$ cat src/rtl/mem_stage_ctrl_pkg.sv
// Shared types and widths for the MEM-stage controller.
package mem_stage_pkg;

    localparam int ADDR_W = 32;
    localparam int REG_W  = 5;

    typedef enum logic [1:0] {
        IDLE = 2'd0,
        BUSY = 2'd1,
        DONE = 2'd2
    } state_t;

endpackage

$ cat src/rtl/mem_stage_ctrl_if.sv
// Data-memory request/ack port: the controller is the master, the memory is the slave.
interface mem_stage_ctrl_if;
    import mem_stage_pkg::*;

    logic [ADDR_W-1:0] mem_addr;
    logic [ADDR_W-1:0] mem_wdata;
    logic              mem_rd;
    logic              mem_wr;
    logic              mem_ack;
    logic [ADDR_W-1:0] mem_rdata;

    modport master (
        output mem_addr, mem_wdata, mem_rd, mem_wr,
        input  mem_ack, mem_rdata
    );

    modport slave (
        input  mem_addr, mem_wdata, mem_rd, mem_wr,
        output mem_ack, mem_rdata
    );

endinterface

$ cat src/rtl/mem_stage_ctrl_timeout_ctr.sv
// Clear/enable cycle counter for the BUSY wait, flagging the last allowed cycle.
module mem_timeout_ctr #(
    parameter int TERMINAL = 16,
    parameter int WIDTH    = $clog2(TERMINAL) + 1
) (
    input  logic clk,
    input  logic rst,
    input  logic clear,
    input  logic enable,
    output logic tc
);

    logic [WIDTH-1:0] count;

    // NOTE: sequential state uses non-blocking assignments so every flop samples pre-edge values.
    always_ff @(posedge clk or posedge rst) begin
        if (rst) begin
            count <= '0;
        end else if (clear) begin
            count <= '0;
        end else if (enable) begin
            count <= count + 1'b1;
        end
    end

    assign tc = (count == WIDTH'(TERMINAL - 1));

endmodule

$ cat src/rtl/mem_stage_ctrl.sv
// MEM-stage controller: runs loads/stores as req/ack transactions, freezing upstream meanwhile.
// Optional build macro: MEM_ALIGN_CHECK_EN (misaligned mem ops abort without touching memory).
module mem_stage_ctrl
    import mem_stage_pkg::*;
#(
    parameter int ADDR_BASE      = 1024,
    parameter int TIMEOUT_CYCLES = 16
) (
    input  logic              clk,
    input  logic              rst,
    input  logic              WB_EN_IN,
    input  logic              MEM_R_EN_IN,
    input  logic              MEM_W_EN_IN,
    input  logic [ADDR_W-1:0] ALUResIn,
    input  logic [ADDR_W-1:0] STValIn,
    input  logic [REG_W-1:0]  destIn,
    output logic              WB_EN,
    output logic              MEM_R_EN,
    output logic [ADDR_W-1:0] ALURes,
    output logic [ADDR_W-1:0] memData,
    output logic [REG_W-1:0]  dest,
    output logic              freeze,
    output logic              bus_err,
    mem_stage_ctrl_if.master  mem
);

    state_t state_q, state_d;

    logic              mem_op;
    logic              is_load;
    logic              misaligned;
    logic [ADDR_W-1:0] word_addr;

    logic start, skip, ack_done, timeout;
    logic cnt_en, cnt_clr, tc;

    logic              freeze_c, wb_c, bus_err_c;
    logic [ADDR_W-1:0] mem_data_c;

    logic [ADDR_W-1:0] data_q;
    logic              is_load_q;
    logic              abort_q;

    // A load+store combination is resolved as a load.
    assign mem_op    = MEM_R_EN_IN | MEM_W_EN_IN;
    assign is_load   = MEM_R_EN_IN;
    assign word_addr = (ALUResIn - ADDR_W'(ADDR_BASE)) >> 2;

`ifdef MEM_ALIGN_CHECK_EN
    assign misaligned = (ALUResIn[1:0] != 2'b00);
`else
    assign misaligned = 1'b0;
`endif

    mem_timeout_ctr #(
        .TERMINAL (TIMEOUT_CYCLES)
    ) u_timeout_ctr (
        .clk    (clk),
        .rst    (rst),
        .clear  (cnt_clr),
        .enable (cnt_en),
        .tc     (tc)
    );

    always_ff @(posedge clk or posedge rst) begin
        if (rst) begin
            state_q <= IDLE;
        end else begin
            state_q <= state_d;
        end
    end

    // NOTE: every output of this block gets a default first, so no path leaves one unassigned (no latch).
    always_comb begin
        state_d    = state_q;
        start      = 1'b0;
        skip       = 1'b0;
        ack_done   = 1'b0;
        timeout    = 1'b0;
        cnt_en     = 1'b0;
        cnt_clr    = 1'b0;
        freeze_c   = 1'b0;
        wb_c       = WB_EN_IN;
        bus_err_c  = 1'b0;
        mem_data_c = '0;

        case (state_q)
            IDLE: begin
                if (mem_op) begin
                    freeze_c = 1'b1;
                    wb_c     = 1'b0;
                    if (misaligned) begin
                        skip    = 1'b1;
                        state_d = DONE;
                    end else begin
                        start   = 1'b1;
                        state_d = BUSY;
                    end
                end
            end
            BUSY: begin
                freeze_c = 1'b1;
                wb_c     = 1'b0;
                cnt_en   = 1'b1;
                // Ack takes priority over a timeout in the same cycle.
                if (mem.mem_ack) begin
                    ack_done = 1'b1;
                    state_d  = DONE;
                end else if (tc) begin
                    timeout = 1'b1;
                    state_d = DONE;
                end
            end
            DONE: begin
                cnt_clr = 1'b1;
                state_d = IDLE;
                if (abort_q) begin
                    wb_c      = 1'b0;
                    bus_err_c = 1'b1;
                end else if (is_load_q) begin
                    mem_data_c = data_q;
                end
            end
            default: begin
                state_d = IDLE;
            end
        endcase
    end

    always_ff @(posedge clk or posedge rst) begin
        if (rst) begin
            mem.mem_addr  <= '0;
            mem.mem_wdata <= '0;
            mem.mem_rd    <= 1'b0;
            mem.mem_wr    <= 1'b0;
            data_q        <= '0;
            is_load_q     <= 1'b0;
            abort_q       <= 1'b0;
        end else begin
            if (start) begin
                mem.mem_addr  <= word_addr;
                mem.mem_wdata <= STValIn;
                mem.mem_rd    <= is_load;
                mem.mem_wr    <= ~is_load;
                is_load_q     <= is_load;
                abort_q       <= 1'b0;
            end
            if (skip) begin
                is_load_q <= is_load;
                abort_q   <= 1'b1;
            end
            if (ack_done) begin
                mem.mem_rd <= 1'b0;
                mem.mem_wr <= 1'b0;
                if (is_load_q) begin
                    data_q <= mem.mem_rdata;
                end
            end
            if (timeout) begin
                mem.mem_rd <= 1'b0;
                mem.mem_wr <= 1'b0;
                abort_q    <= 1'b1;
            end
        end
    end

    // While reset is held the still-present upstream mem op must not stall the pipe.
    assign freeze   = freeze_c & ~rst;
    assign bus_err  = bus_err_c & ~rst;
    assign WB_EN    = wb_c;
    assign memData  = mem_data_c;
    assign MEM_R_EN = MEM_R_EN_IN;
    assign ALURes   = ALUResIn;
    assign dest     = destIn;

endmodule

$ cat src/flat_wrapper.sv
// flat-port wrapper written by rule: the top's interface ports become plain ports
module mem_stage_ctrl_flat import mem_stage_pkg::*;
#(
    parameter int ADDR_BASE      = 1024,
    parameter int TIMEOUT_CYCLES = 16
)
  (clk, rst, WB_EN_IN, MEM_R_EN_IN, MEM_W_EN_IN, ALUResIn, STValIn, destIn, WB_EN, MEM_R_EN, ALURes, memData, dest, freeze, bus_err, mem_mem_addr, mem_mem_wdata, mem_mem_rd, mem_mem_wr, mem_mem_ack, mem_mem_rdata);
  mem_stage_ctrl_if mem_i ();
  input  logic clk;
  input  logic rst;
  input  logic WB_EN_IN;
  input  logic MEM_R_EN_IN;
  input  logic MEM_W_EN_IN;
  input  logic [ADDR_W-1:0] ALUResIn;
  input  logic [ADDR_W-1:0] STValIn;
  input  logic [REG_W-1:0] destIn;
  output logic WB_EN;
  output logic MEM_R_EN;
  output logic [ADDR_W-1:0] ALURes;
  output logic [ADDR_W-1:0] memData;
  output logic [REG_W-1:0] dest;
  output logic freeze;
  output logic bus_err;
  output wire logic [$bits(mem_i.mem_addr)-1:0] mem_mem_addr;
  output wire logic [$bits(mem_i.mem_wdata)-1:0] mem_mem_wdata;
  output wire logic [$bits(mem_i.mem_rd)-1:0] mem_mem_rd;
  output wire logic [$bits(mem_i.mem_wr)-1:0] mem_mem_wr;
  input wire logic [$bits(mem_i.mem_ack)-1:0] mem_mem_ack;
  input wire logic [$bits(mem_i.mem_rdata)-1:0] mem_mem_rdata;
  assign mem_mem_addr = mem_i.mem_addr;
  assign mem_mem_wdata = mem_i.mem_wdata;
  assign mem_mem_rd = mem_i.mem_rd;
  assign mem_mem_wr = mem_i.mem_wr;
  assign mem_i.mem_ack = mem_mem_ack;
  assign mem_i.mem_rdata = mem_mem_rdata;
  mem_stage_ctrl #(.ADDR_BASE(ADDR_BASE), .TIMEOUT_CYCLES(TIMEOUT_CYCLES)) u_core (.clk(clk), .rst(rst), .WB_EN_IN(WB_EN_IN), .MEM_R_EN_IN(MEM_R_EN_IN), .MEM_W_EN_IN(MEM_W_EN_IN), .ALUResIn(ALUResIn), .STValIn(STValIn), .destIn(destIn), .WB_EN(WB_EN), .MEM_R_EN(MEM_R_EN), .ALURes(ALURes), .memData(memData), .dest(dest), .freeze(freeze), .bus_err(bus_err), .mem(mem_i));
endmodule
$ cat config.mk
export PLATFORM = sky130hd
export DESIGN_NAME = mem_stage_ctrl_flat
export DESIGN_NICKNAME = d
export VERILOG_FILES = /design/src/rtl/mem_stage_ctrl_pkg.sv /design/src/rtl/mem_stage_ctrl_if.sv /design/src/rtl/mem_stage_ctrl_timeout_ctr.sv /design/src/rtl/mem_stage_ctrl.sv /design/src/flat_wrapper.sv
export SDC_FILE = /design/constraint.sdc
export NUM_CORES = 1
export LEC_CHECK = 0
export ABC_CLOCK_PERIOD_IN_PS = 4550
export BUFFER_PORTS_ARGS = -buffer_cell sky130_fd_sc_hd__buf_2
export CAP_MARGIN = 20
export CORE_AREA = 2 2 123 125
export DETAILED_ROUTE_END_ITERATION = 8
export DIE_AREA = 0 0 125 127
export GPL_TIMING_DRIVEN = 0
export HOLD_SLACK_MARGIN = 0.15
export SLEW_MARGIN = 20
export SYNTH_ARGS = -nofsm -noshare
export SYNTH_HDL_FRONTEND = slang
export SYNTH_SLANG_ARGS = --single-unit
$ cat constraint.sdc
create_clock -name clk -period 4.55 [get_ports clk]
set_clock_uncertainty 0.2 [all_clocks]
set_input_delay 0.6825 -clock clk [delete_from_list [all_inputs] [get_ports clk]]
set_output_delay 0.6825 -clock clk [all_outputs]
set_load 0.005 [all_outputs]
## Word level (Yosys, flattened, before mapping)

Cells that the tools add are included.

- Multiplexer cells: 32
- Equal/unequal tests: 5
- Add/sub/neg operators: 2
- Bitwise logic cells: 5
- Reduce and logical (&&, ||, !) cells: 6

Operators by type and width:

| cell | number |
|---|---|
| 32-bit two-way mux | 3 |
| 32-bit by 11-bit subtractor with 32-bit output, second input constant | 1 |
| 1-bit two-way mux | 21 |
| 5-bit two-way mux | 2 |
| 2-bit two-way mux | 3 |
| 5-bit by 1-bit adder with 5-bit output, second input constant | 1 |
| 5-bit by 4-bit == test with 1-bit output, second input constant | 1 |
| 2-bit case mux with 2 select lines | 1 |
| 2-bit AND reduction | 2 |
| 2-bit nonzero test | 2 |
| 3-bit by 2-bit != test with 1-bit output, second input constant | 1 |
| 1-bit case mux with 3 select lines | 1 |
| 3-bit nonzero test | 1 |
| 1-bit AND | 2 |
| 2-bit by 1-bit == test with 1-bit output, second input constant | 1 |
| 2-bit == test, second input constant | 1 |
| 2-bit logical NOT | 1 |
| 2-bit by 1-bit != test with 1-bit output, second input constant | 1 |
| 1-bit inverter | 2 |
| 1-bit case mux with 2 select lines | 1 |
| 1-bit bitwise OR | 1 |

- Flip-flop bits (word level): 105

## Longest topological paths before layout

Gate-level depths: netlist of the first run.

- Depth in word-level cells: 6
- Depth in mapped cells: 8

## Hierarchy

From an unflattened synthesis of the first run, not the netlist that was laid out.

- Cell total of the unflattened synthesis: 507
- Area total of the unflattened synthesis: 4946.0 um^2

Modules (own cells, without submodules):

| module | times used | cells an instance | sequential area each (um^2) | area each (um^2) |
|---|---|---|---|---|
| mem_stage_ctrl | 1 | 483 | 2502.4 | 4663.2 |
| mem_timeout_ctr | 1 | 24 | 125.1 | 282.8 |

## Worst setup path before layout of the first run

Ideal clock, no wire load.

- Kind: input -> output
- Start: input port rst
- End: output port bus_err
- Arrival: 3.242 ns
- Setup slack: 0.425 ns
- Buffers on the path: 0
- Data required time: 3.668 ns
- Stages: 2
- Cell sequence: inv_1 > and3_1

- Cells in the longest elaborated chain, start to end: 2

Ends and longest elaborated chain:

| what | RTL line | text |
|---|---|---|
| start, declared | flat_wrapper.sv:10 | `input logic rst;` |
| 1-bit inverter | mem_stage_ctrl.sv:169 | `assign bus_err = bus_err_c & ~rst;` |
| 1-bit AND | mem_stage_ctrl.sv:169 |  |
| end, declared | flat_wrapper.sv:23 | `output logic bus_err;` |

Every way passes these cells.

## Final worst setup path of the first run

- Start: register u_core.state_q[1]
- End: output port freeze

- Cells in the longest elaborated chain, start to end: 3
- Elaborated cells on any way between the ends: 4

Ends and longest elaborated chain:

| what | RTL line | text |
|---|---|---|
| start, declared | mem_stage_ctrl.sv:27 | `state_t state_q, state_d;` |
| start signal, assigned | mem_stage_ctrl.sv:69 | `state_q <= state_d;` |
| 2-bit by 1-bit == test with 1-bit output / 2-bit logical NOT (equally long branches) | mem_stage_ctrl.sv:87 | `case (state_q)` |
| 1-bit case mux with 2 select lines (*) | mem_stage_ctrl.sv:87 |  |
| 1-bit AND (*) | mem_stage_ctrl.sv:168 | `assign freeze = freeze_c & ~rst;` |
| end, declared | flat_wrapper.sv:22 | `output logic freeze;` |

Mark *: on every way between the ends. The rest lies on a longest branch, timed or not.

==> results of run 1 <==
-- through the flow --
step,hold slack (ns),cells
6_report,0.1537,957
3_3_place_gp,0.2553,940
3_5_place_dp,0.2575,941
2_1_floorplan,0.2490,521
4_1_cts,0.1581,957
5_1_grt,0.1781,957
-- worst max-delay path, cell delays in order, from the launching register on --
cell	delay, ns
dfrtp_1	0.40
inv_1	0.12
ha_1	0.29
o21a_1	0.15
clkbuf_1	0.37
clkbuf_1	0.46
nor2_1	0.09
nor2_1	0.09
buf_2	0.11
-- power groups by stage --
stage / Clock (mW) / Sequential [mW] / Combinational [mW]
2_1_floorplan: 0 / 1.63 / 0.885
3_3_place_gp: 0 / 1.62 / 1.54
3_5_place_dp: 0 / 1.64 / 1.59
4_1_cts: 0.827 / 1.63 / 1.59
5_1_grt: 0.865 / 1.70 / 1.77
6_report: 0.801 / 1.63 / 1.56
-- sequential cells by signal, summed over array words and instances (netlist names) --
register / flops
u_core.state_q: 2
u_core.mem.mem_wdata: 32
u_core.mem.mem_rd: 1
u_core.data_q: 32
u_core.mem.mem_addr: 30
u_core.abort_q: 1
u_core.is_load_q: 1
u_core.u_timeout_ctr.count: 5
u_core.mem.mem_wr: 1
-- worst max-delay path by stage --
stage,to,cells past startpoint,from,slack (ns)
CTS,freeze,8,u_core.state_q[1],1.16
global route,freeze,8,u_core.state_q[0],1.00
floorplan,bus_err,2,rst,0.43
finish,freeze,8,u_core.state_q[1],1.24
global placement,bus_err,4,rst,-0.74
detailed placement,freeze,7,MEM_R_EN_IN,1.48
-- area by class of cell --
| type | instances | area share |
|---|---|---|
| Clock buffer | 14 | 0.04043 |
| Tap cell | 184 | 0.03397 |
| Inverter | 9 | 0.005723 |
| Timing Repair Buffer | 236 | 0.1776 |
| Sequential cell | 105 | 0.3877 |
| Multi-Input combinational cell | 340 | 0.2898 |
| Clock inverter | 2 | 0.005169 |
| Buffer | 67 | 0.05963 |
-- kinds of logic after synthesis --
| group | count (synthesis) | synth area share |
|---|---|---|
| flops | 105 | 0.5228 |
| simple gates | 241 | 0.2203 |
| buf+inv | 76 | 0.08713 |
| compound gates | 46 | 0.05750 |
| other cells | 1 | 0.0007461 |
| xor+xnor | 9 | 0.01568 |
| mux | 34 | 0.07593 |
| fa+ha+maj | 8 | 0.01992 |
-- routing by layer --
layer  share of wire  GRT usage  vias to the layer above
met1            0.45     0.2162                     2101
li1                -          -                     2201
met2            0.47     0.2689                      153
met5               0          0                        -
met4           0.013    0.05621                        0
met3           0.070    0.03685                       12
-- layout by cell type, fill, tap and decap left out, types with 4 or more instances in the layout --
cell type and instances:
mux2_2 33, inv_1 8, nor2_1 23, buf_4 40, or3_1 4, nand2_1 147, o21ai_0 21, buf_2 236
and3_1 35, a31oi_1 7, dfrtp_1 105, clkbuf_1 22, ha_1 8, nor4_1 4, nor3_1 5, or4_1 5
clkbuf_16 9, xnor2_1 8, nand3_1 4, buf_1 5
==> impl_metrics.ini, run 1 <==
[outcome]
status = finished, final reports clean

[sta]
fin_crit_ns = 3.306
setup_tns_ns = 0
hold_viol = 0
drv_slew = 0
max_freq_mhz = 302.5
max_slew.worst_pin.slew_ns = 0.5933
min_period_over_period = 0.7265
setup_viol = 0
rsz0062_at_grt = no
slew_headroom = 0.6015
setup_ws_ns = 1.244

[logic_synthesis]
ys.flop_type = dfrtp_1
synth_area_sq_mm = 0.005026
yosysTopAreaCell = dfrtp_1
synthDistinctLibCells = 45
synth-seq-cells = 105
synth_edf_count = 0
postSynthCellCount = 520
yosysTopAreaCellShare = 0.5228
yosys-top-cells-area = dfrtp_1, nand2_1, mux2_2
yosysWarnings = 0
synthMostInstantiatedCell = nand2_1
ys_top_cells_by_count = nand2_1, dfrtp_1, buf_4
synth_async_sr_flop_share = 1.000
synth.avg_cell_area_sq_um = 9.666
yosysSeqAreaShare = 0.5228

[die]
die_width_um = 125
coreArea_sq_mm = 0.01442
start_util = 0.3485
dieArea_sq_mm = 0.01588
ios = 246
die_h_um = 127
rows = 44

[detailed_routing]
drc = 0
drtIter0Drc = 197
routed_via_density = 4.668
vias = 4467
postRouteAntennaNets = 0
drtPass1Iterations = 4
drt-total-wl_um = 13250
wl_per_cell_um = 13.85

[worst_setup_path]
crit_arrival_ns = 2.42
start_kind = register
r2r_cells = 8
end_kind = output port
required_ns = 3.67
r2r_slack_ns = 1.88
r2r_start = u_core.state_q[1]
r2r_end = u_core.mem.mem_addr[2]
critPathKind = reg -> out
cp_max_fo = 10

[place]
globalplace.congestion = 0.8125
port_buffers = 235
place_area_sq_mm = 0.006469
dpl.hpwl_um = 10190
place_ws_ns = 1.485

[clock_network]
post_cts_buffers = 0
numCtsBuffers = 9
clockBufferDepth = 2
clk_latency_ns = 0.34
htree_levels = 3
hold_buffers = 0
ctsResizeCount = 0
path_clk_slew_ns = 0.07
cts_tree = yes
clock_sinks = 105
cts_root_buffer = clkbuf_16

[flow_run]
max-cap-violations = 0

[final_layout]
area_growth_pct = 34.85
fillers = 1433
seq_area_sq_mm = 0.002628
num-nets-final = 883
drive_above_1_share = 0.4269
multi_input_area_sq_mm = 0.001964
antennaDiodeCount = 0
fin_util = 0.4699
postLayoutCellArea_sq_mm = 0.006778

[pwr]
vdd_drop_max_uv = 288.0
clkPwrFrac = 0.201
pwr-share-comb = 0.390
power.share.switching = 0.3527
power.density_mw_per_mm2 = 588.5
p_seq_frac = 0.409
internal_power_mw = 2.582
power.switching_mw = 1.407
power.total_mw = 3.988
leakage_nw = 3.698

[grt]
gr-total-overflow = 0
grt_usage = 0.1640
grt_pass1_vias = 4270
grt_max_degree = 66
grt_pass1_wl_um = 21320
grt_antenna_before_repair = 0

[hold_path]
min_path_type = in -> async
Power figures use the tool's default switching activity.
==> run 2, diff against run 1 <==
- ABC_AREA: not set -> 1
- ABC_CLOCK_PERIOD_IN_PS: 4550 -> 2890
- CORE_AREA: 2 2 123 125 -> 2 2 125 127
- DIE_AREA: 0 0 125 127 -> 0 0 127 129
- clock period: 4.55 -> 2.89 ns (I/O delays scaled with it)
==> run 2 against run 1 <==
- core utilization up 4.4 points
- wire length up 15%
- via count up 15%
- critical path type unchanged
- critical endpoint is now memData[20]
- largest cell class unchanged
- largest power group is now combinational logic
==> impl_metrics.ini, run 2 <==
[pwr]
p_seq_frac = 0.392
pwr-share-comb = 0.414
clkPwrFrac = 0.194
vdd_drop_max_uv = 293.7
internal_power_mw = 3.936
leakage_nw = 4.323
power.switching_mw = 2.352
power.density_mw_per_mm2 = 817.7
power.share.switching = 0.3740

[grt]
grt_max_degree = 29
grt_pass1_wl_um = 24240
grt_usage = 0.1855
grt_antenna_before_repair = 0
met1_usage = 0.2298
grt_busiest_layer = met2
grt_pass1_vias = 5074
use_met3 = 0.02994
use_met2 = 0.3257
gr-total-overflow = 0

[die]
rows = 45
dieArea_sq_mm = 0.01638
ios = 246
die_h_um = 129
die_width_um = 127
start_util = 0.3469
coreArea_sq_mm = 0.01498

[logic_synthesis]
synth_async_sr_flop_share = 1.000
synth_area_sq_mm = 0.005195
yosys-top-cells-area = dfrtp_1, nand2_1, nor2_1
synthDistinctLibCells = 33
yosysTopAreaCellShare = 0.5058
synth_edf_count = 0
synthMostInstantiatedCell = nand2_1
ys.flop_type = dfrtp_1
yosysTopAreaCell = dfrtp_1
ys_top_cells_by_count = nand2_1, dfrtp_1, nor2_1
yosysSeqAreaShare = 0.5058
yosysWarnings = 0
postSynthCellCount = 657
synth.avg_cell_area_sq_um = 7.907
synth-seq-cells = 105

[clock_network]
clock_sinks = 105
hold_buffers = 69
clockBufferDepth = 2
numCtsBuffers = 9
path_clk_slew_ns = 0.07
cts_tree = yes
post_cts_buffers = 0
clk_latency_ns = 0.34
ctsResizeCount = 0
htree_levels = 3
cts_root_buffer = clkbuf_16

[sta]
max_freq_mhz = 375.9
setup_tns_ns = 0
setup_ws_ns = 0.2294
rsz0062_at_grt = no
slew_headroom = 0.6472
setup_viol = 0
fin_crit_ns = 2.661
hold_viol = 0
drv_slew = 0
min_period_over_period = 0.9206
max_slew.worst_pin.slew_ns = 0.5293

[final_layout]
reg_top3 = u_core.data_q: 32 flops, u_core.mem.mem_wdata: 32 flops, u_core.mem.mem_addr: 30 flops
antennaDiodeCount = 0
multi_input_area_sq_mm = 0.001877
fillers = 1500
seq_area_sq_mm = 0.002628
num-nets-final = 1093
area_growth_pct = 48.03
final_cell_mix = buf_2, nand2_1, dfrtp_1, nor2_1, dlygate4sd3_1
drive_above_1_share = 0.3320
layout_commonest_cell = buf_2

[worst_setup_path]
start_kind = register
critPathKind = reg -> out
required_ns = 2.26
crit_arrival_ns = 2.03
end_kind = output port
cp_max_fo = 10

[place]
dpl.hpwl_um = 11110
port_buffers = 236
place_ws_ns = 0.5842
globalplace.congestion = 0.8231

[detailed_routing]
postRouteAntennaNets = 0
drtPass1Iterations = 6
drtIter0Drc = 213
drc = 0
drt-total-wl_um = 15210
wl_per_cell_um = 13.00
vias = 5150
routed_via_density = 4.402

[outcome]
status = finished, final reports clean

[hold_path]
min_path_type = in -> reg

[flow_run]
max-cap-violations = 0
## run 2: logic make-up (layout without fill, tap and decap cells)
| logic type | after synthesis | count (layout) | share of synthesized area |
|---|---|---|---|
| and+or+nand+nor | 340 | 340 | 0.2669 |
| adders and majority gates | 8 | 8 | 0.01927 |
| AOI/OAI and AO/OA | 64 | 64 | 0.06696 |
| buffers and inverters | 135 | 459 | 0.1337 |
| xor gates and xnor gates | 4 | 4 | 0.006745 |
| other | 1 | 2 | 0.0007219 |
| DFF | 105 | 105 | 0.5058 |
## run 2: power by group through the flow
stage	registers, mW	clock network (mW)	logic, mW
3_3_place_gp	2.47	0	2.52
2_1_floorplan	2.51	0	1.40
6_report	2.47	1.22	2.60
5_1_grt	2.54	1.31	2.97
3_5_place_dp	2.48	0	2.58
4_1_cts	2.47	1.25	2.65
## run 2: stage by stage
| stage | std cells | hold slack (ns) | instance area [sq um] | utilization | total power, mW |
|---|---|---|---|---|---|
| 5_1_grt | 1170 | 0.1725 | 7690 | 0.5135 | 6.830 |
| 4_1_cts | 1170 | 0.1508 | 7690 | 0.5135 | 6.376 |
| 6_report | 1170 | 0.1564 | 7690 | 0.5135 | 6.288 |
| 3_5_place_dp | 1086 | 0.2593 | 6714 | 0.4483 | 5.059 |
| 2_1_floorplan | 658 | 0.2679 | 5202 | - | 3.916 |
| 3_3_place_gp | 1082 | 0.2571 | 6619 | 0.4419 | 4.992 |
## run 2: final cells by class
type	count	share of cell area
Buffer	63	0.05516
Clock buffer	9	0.02929
Clock inverter	6	0.007810
Inverter	72	0.03563
Multi-Input combinational cell	418	0.2441
Sequential cell	105	0.3417
Tap cell	188	0.03059
Timing Repair Buffer	309	0.2558
## run 2: path summary, 6_finish.rpt
| kind | cells after the start | from | slack (ns) | endpoint |
|---|---|---|---|---|
| hold / removal | 3 | mem_mem_rdata[15] | 0.16 | u_core.data_q[15] |
| setup / recovery | 6 | u_core.state_q[0] | 0.23 | memData[20] |
| hold reg to reg | 2 | u_core.mem.mem_addr[1] | 0.27 | u_core.mem.mem_addr[1] |
| min in group asynchronous | 3 | rst | 0.52 | u_core.data_q[23] |
| max in group asynchronous | 6 | rst | 1.09 | u_core.mem.mem_addr[27] |
| setup reg to reg | 6 | u_core.state_q[1] | 0.99 | u_core.data_q[23] |
## run 2: critical path: stages (launching register included)
cell      delay [ns]
dfrtp_1         0.43
inv_1           0.09
ha_1            0.26
nand3_1         0.24
clkbuf_1        0.42
nor2_1          0.08
buf_2           0.15
## run 2: metal layers
layer,part of all wire,wire length [um]
met1,0.44,6665
met2,0.49,7511
met3,0.046,704
met4,0.021,324
met5,0,0
==> run 3, diff against run 2 <==
- SETUP_SLACK_MARGIN: not set -> 0.3
==> run 3 against run 2 <==
- combinational power about the same
- design area rose by 0.15%
- non-clock buffer count is the same
- clock power about the same
- cell count unchanged
- sequential cell count is the same
- critical path type unchanged
- via count is essentially flat
- first-iteration DRC count grew 0.94%
- global-route usage about the same
- clock-buffer cell count unchanged
- largest cell class unchanged
- wire length increased by 0.23%
- worst setup slack better by 0.23 ns
==> impl_metrics.ini, run 3 (synthesis gave the netlist of run 2 again) <==
[final_layout]
fillers = 1499
postLayoutCellArea_sq_mm = 0.007701
multi_input_area_sq_mm = 0.001884
seq_area_sq_mm = 0.002628
antennaDiodeCount = 0
drive_above_1_share = 0.3371
reg_top3 = u_core.data_q: 32 flops, u_core.mem.mem_wdata: 32 flops, u_core.mem.mem_addr: 30 flops
area_growth_pct = 48.24
final_cell_mix = buf_2, nand2_1, dfrtp_1, nor2_1, dlygate4sd3_1
num-nets-final = 1093
fin_util = 0.5142
layout_commonest_cell = buf_2

[worst_setup_path]
cp_max_fo = 10
crit_arrival_ns = 1.80
crit_top_cell = buf_2
critPathKind = reg -> out
start_kind = register
critPathMaxStageDelay_ns = 0.43
cp_top_family = buffers and inverters
required_ns = 2.26
slowest_stage = dfrtp_1
crit_buf_inv = 3
worstPathCellList = inv_1, ha_1, nand2_4, buf_2, a21oi_1, buf_2
end_kind = output port
r2r_slack_ns = 0.99

[clock_network]
cts_root_buffer = clkbuf_16
cts_tree = yes
path_clk_slew_ns = 0.07
post_cts_buffers = 0
htree_levels = 3
clock_sinks = 105
numCtsBuffers = 9
clk_latency_ns = 0.34
clockBufferDepth = 2

[sta]
fin_crit_ns = 2.430
min_period_over_period = 0.8407
max_slew.worst_pin.slew_ns = 0.5269
drv_slew = 0
max_freq_mhz = 411.6
setup_tns_ns = 0
rsz0062_at_grt = no
setup_viol = 0
setup_ws_ns = 0.4604
slew_headroom = 0.6487
hold_viol = 0

[pwr]
vdd_drop_max_uv = 294.6
power.density_mw_per_mm2 = 817.1
power.total_mw = 6.293
leakage_nw = 4.329

[detailed_routing]
drc = 0
vias = 5152
wl_per_cell_um = 13.03
drtPass1Iterations = 4
postRouteAntennaNets = 0
routed_via_density = 4.403
drtIter0Drc = 215
drt-total-wl_um = 15240

[place]
place_ws_ns = 0.5842
dpl.hpwl_um = 11110
place_area_sq_mm = 0.006714
globalplace.congestion = 0.8231
port_buffers = 236

[die]
ios = 246
dieArea_sq_mm = 0.01638
start_util = 0.3469
die_width_um = 127
die_h_um = 129
coreArea_sq_mm = 0.01498
rows = 45

[grt]
grt_max_degree = 29
grt_usage = 0.1856
grt_antenna_before_repair = 0
use_met3 = 0.02994
grt_pass1_vias = 5074
grt_busiest_layer = met2
gr-total-overflow = 0
met1_usage = 0.2298
use_met2 = 0.3261
grt_pass1_wl_um = 24250

[flow_run]
max-cap-violations = 0

[outcome]
status = finished, final reports clean

[hold_path]
min_path_type = in -> reg
[run 3: changes by cell type in the layout (fill, tap and decap cells not counted), sizes merged]
cell | before | now
buf | 293 | 294
clkbuf | 19 | 18
[run 3: power breakdown]
part	internal [mW]	switching (mW)	total, mW
sequential	2.16	0.309	2.47
clock	0.663	0.553	1.22
combinational	1.12	1.49	2.61
total	3.94	2.35	6.29
[run 3: path summary, 6_finish.rpt]
path | start | cells after the start | endpoint
max reg2reg | u_core.state_q[1] | 6 | u_core.data_q[23]
max in group asynchronous | rst | 6 | u_core.mem.mem_addr[27]
min | mem_mem_rdata[15] | 3 | u_core.data_q[15]
min reg2reg | u_core.mem.mem_addr[1] | 2 | u_core.mem.mem_addr[1]
min in group asynchronous | rst | 3 | u_core.data_q[6]
max | u_core.state_q[0] | 6 | freeze
[run 3: worst reg2reg max path: cells and delay by family, from the launching register on]
kind / cells / cell delay (ns)
compound gates: 1 / 0.15
fa+ha+maj: 1 / 0.23
buf+inv: 2 / 0.56
flops: 1 / 0.40
simple gates: 2 / 0.28
[run 3: layout make-up]
cell class | instances | share of cell area
inverters | 72 | 0.03558
flip-flops and latches | 105 | 0.3412
multi-input cells | 418 | 0.2447
plain buffers | 63 | 0.05556
clock inverters | 6 | 0.007799
repair buffers | 309 | 0.2554
clock buffers | 9 | 0.02924
well taps | 188 | 0.03054
[run 3: per-stage QoR]
| step | hold slack, ns | std cells |
|---|---|---|
| final | 0.1566 | 1170 |
| after global routing | 0.1725 | 1170 |
| after CTS | 0.1508 | 1170 |
| after detailed placement | 0.2593 | 1086 |
| after global placement | 0.2571 | 1082 |
| after floorplan | 0.2679 | 658 |
[run 3: repair_timing]
action,CTS,global route
hold buffers,69,0
setup endpoints to repair,30,30
resized for setup,3,3
hold endpoints to repair,88,0
[run 3: routing by layer]
layer	vias to the layer above	share of wire
li1	2612	-
met1	2375	0.44
met2	145	0.49
met3	20	0.046
met4	0	0.021
met5	-	0
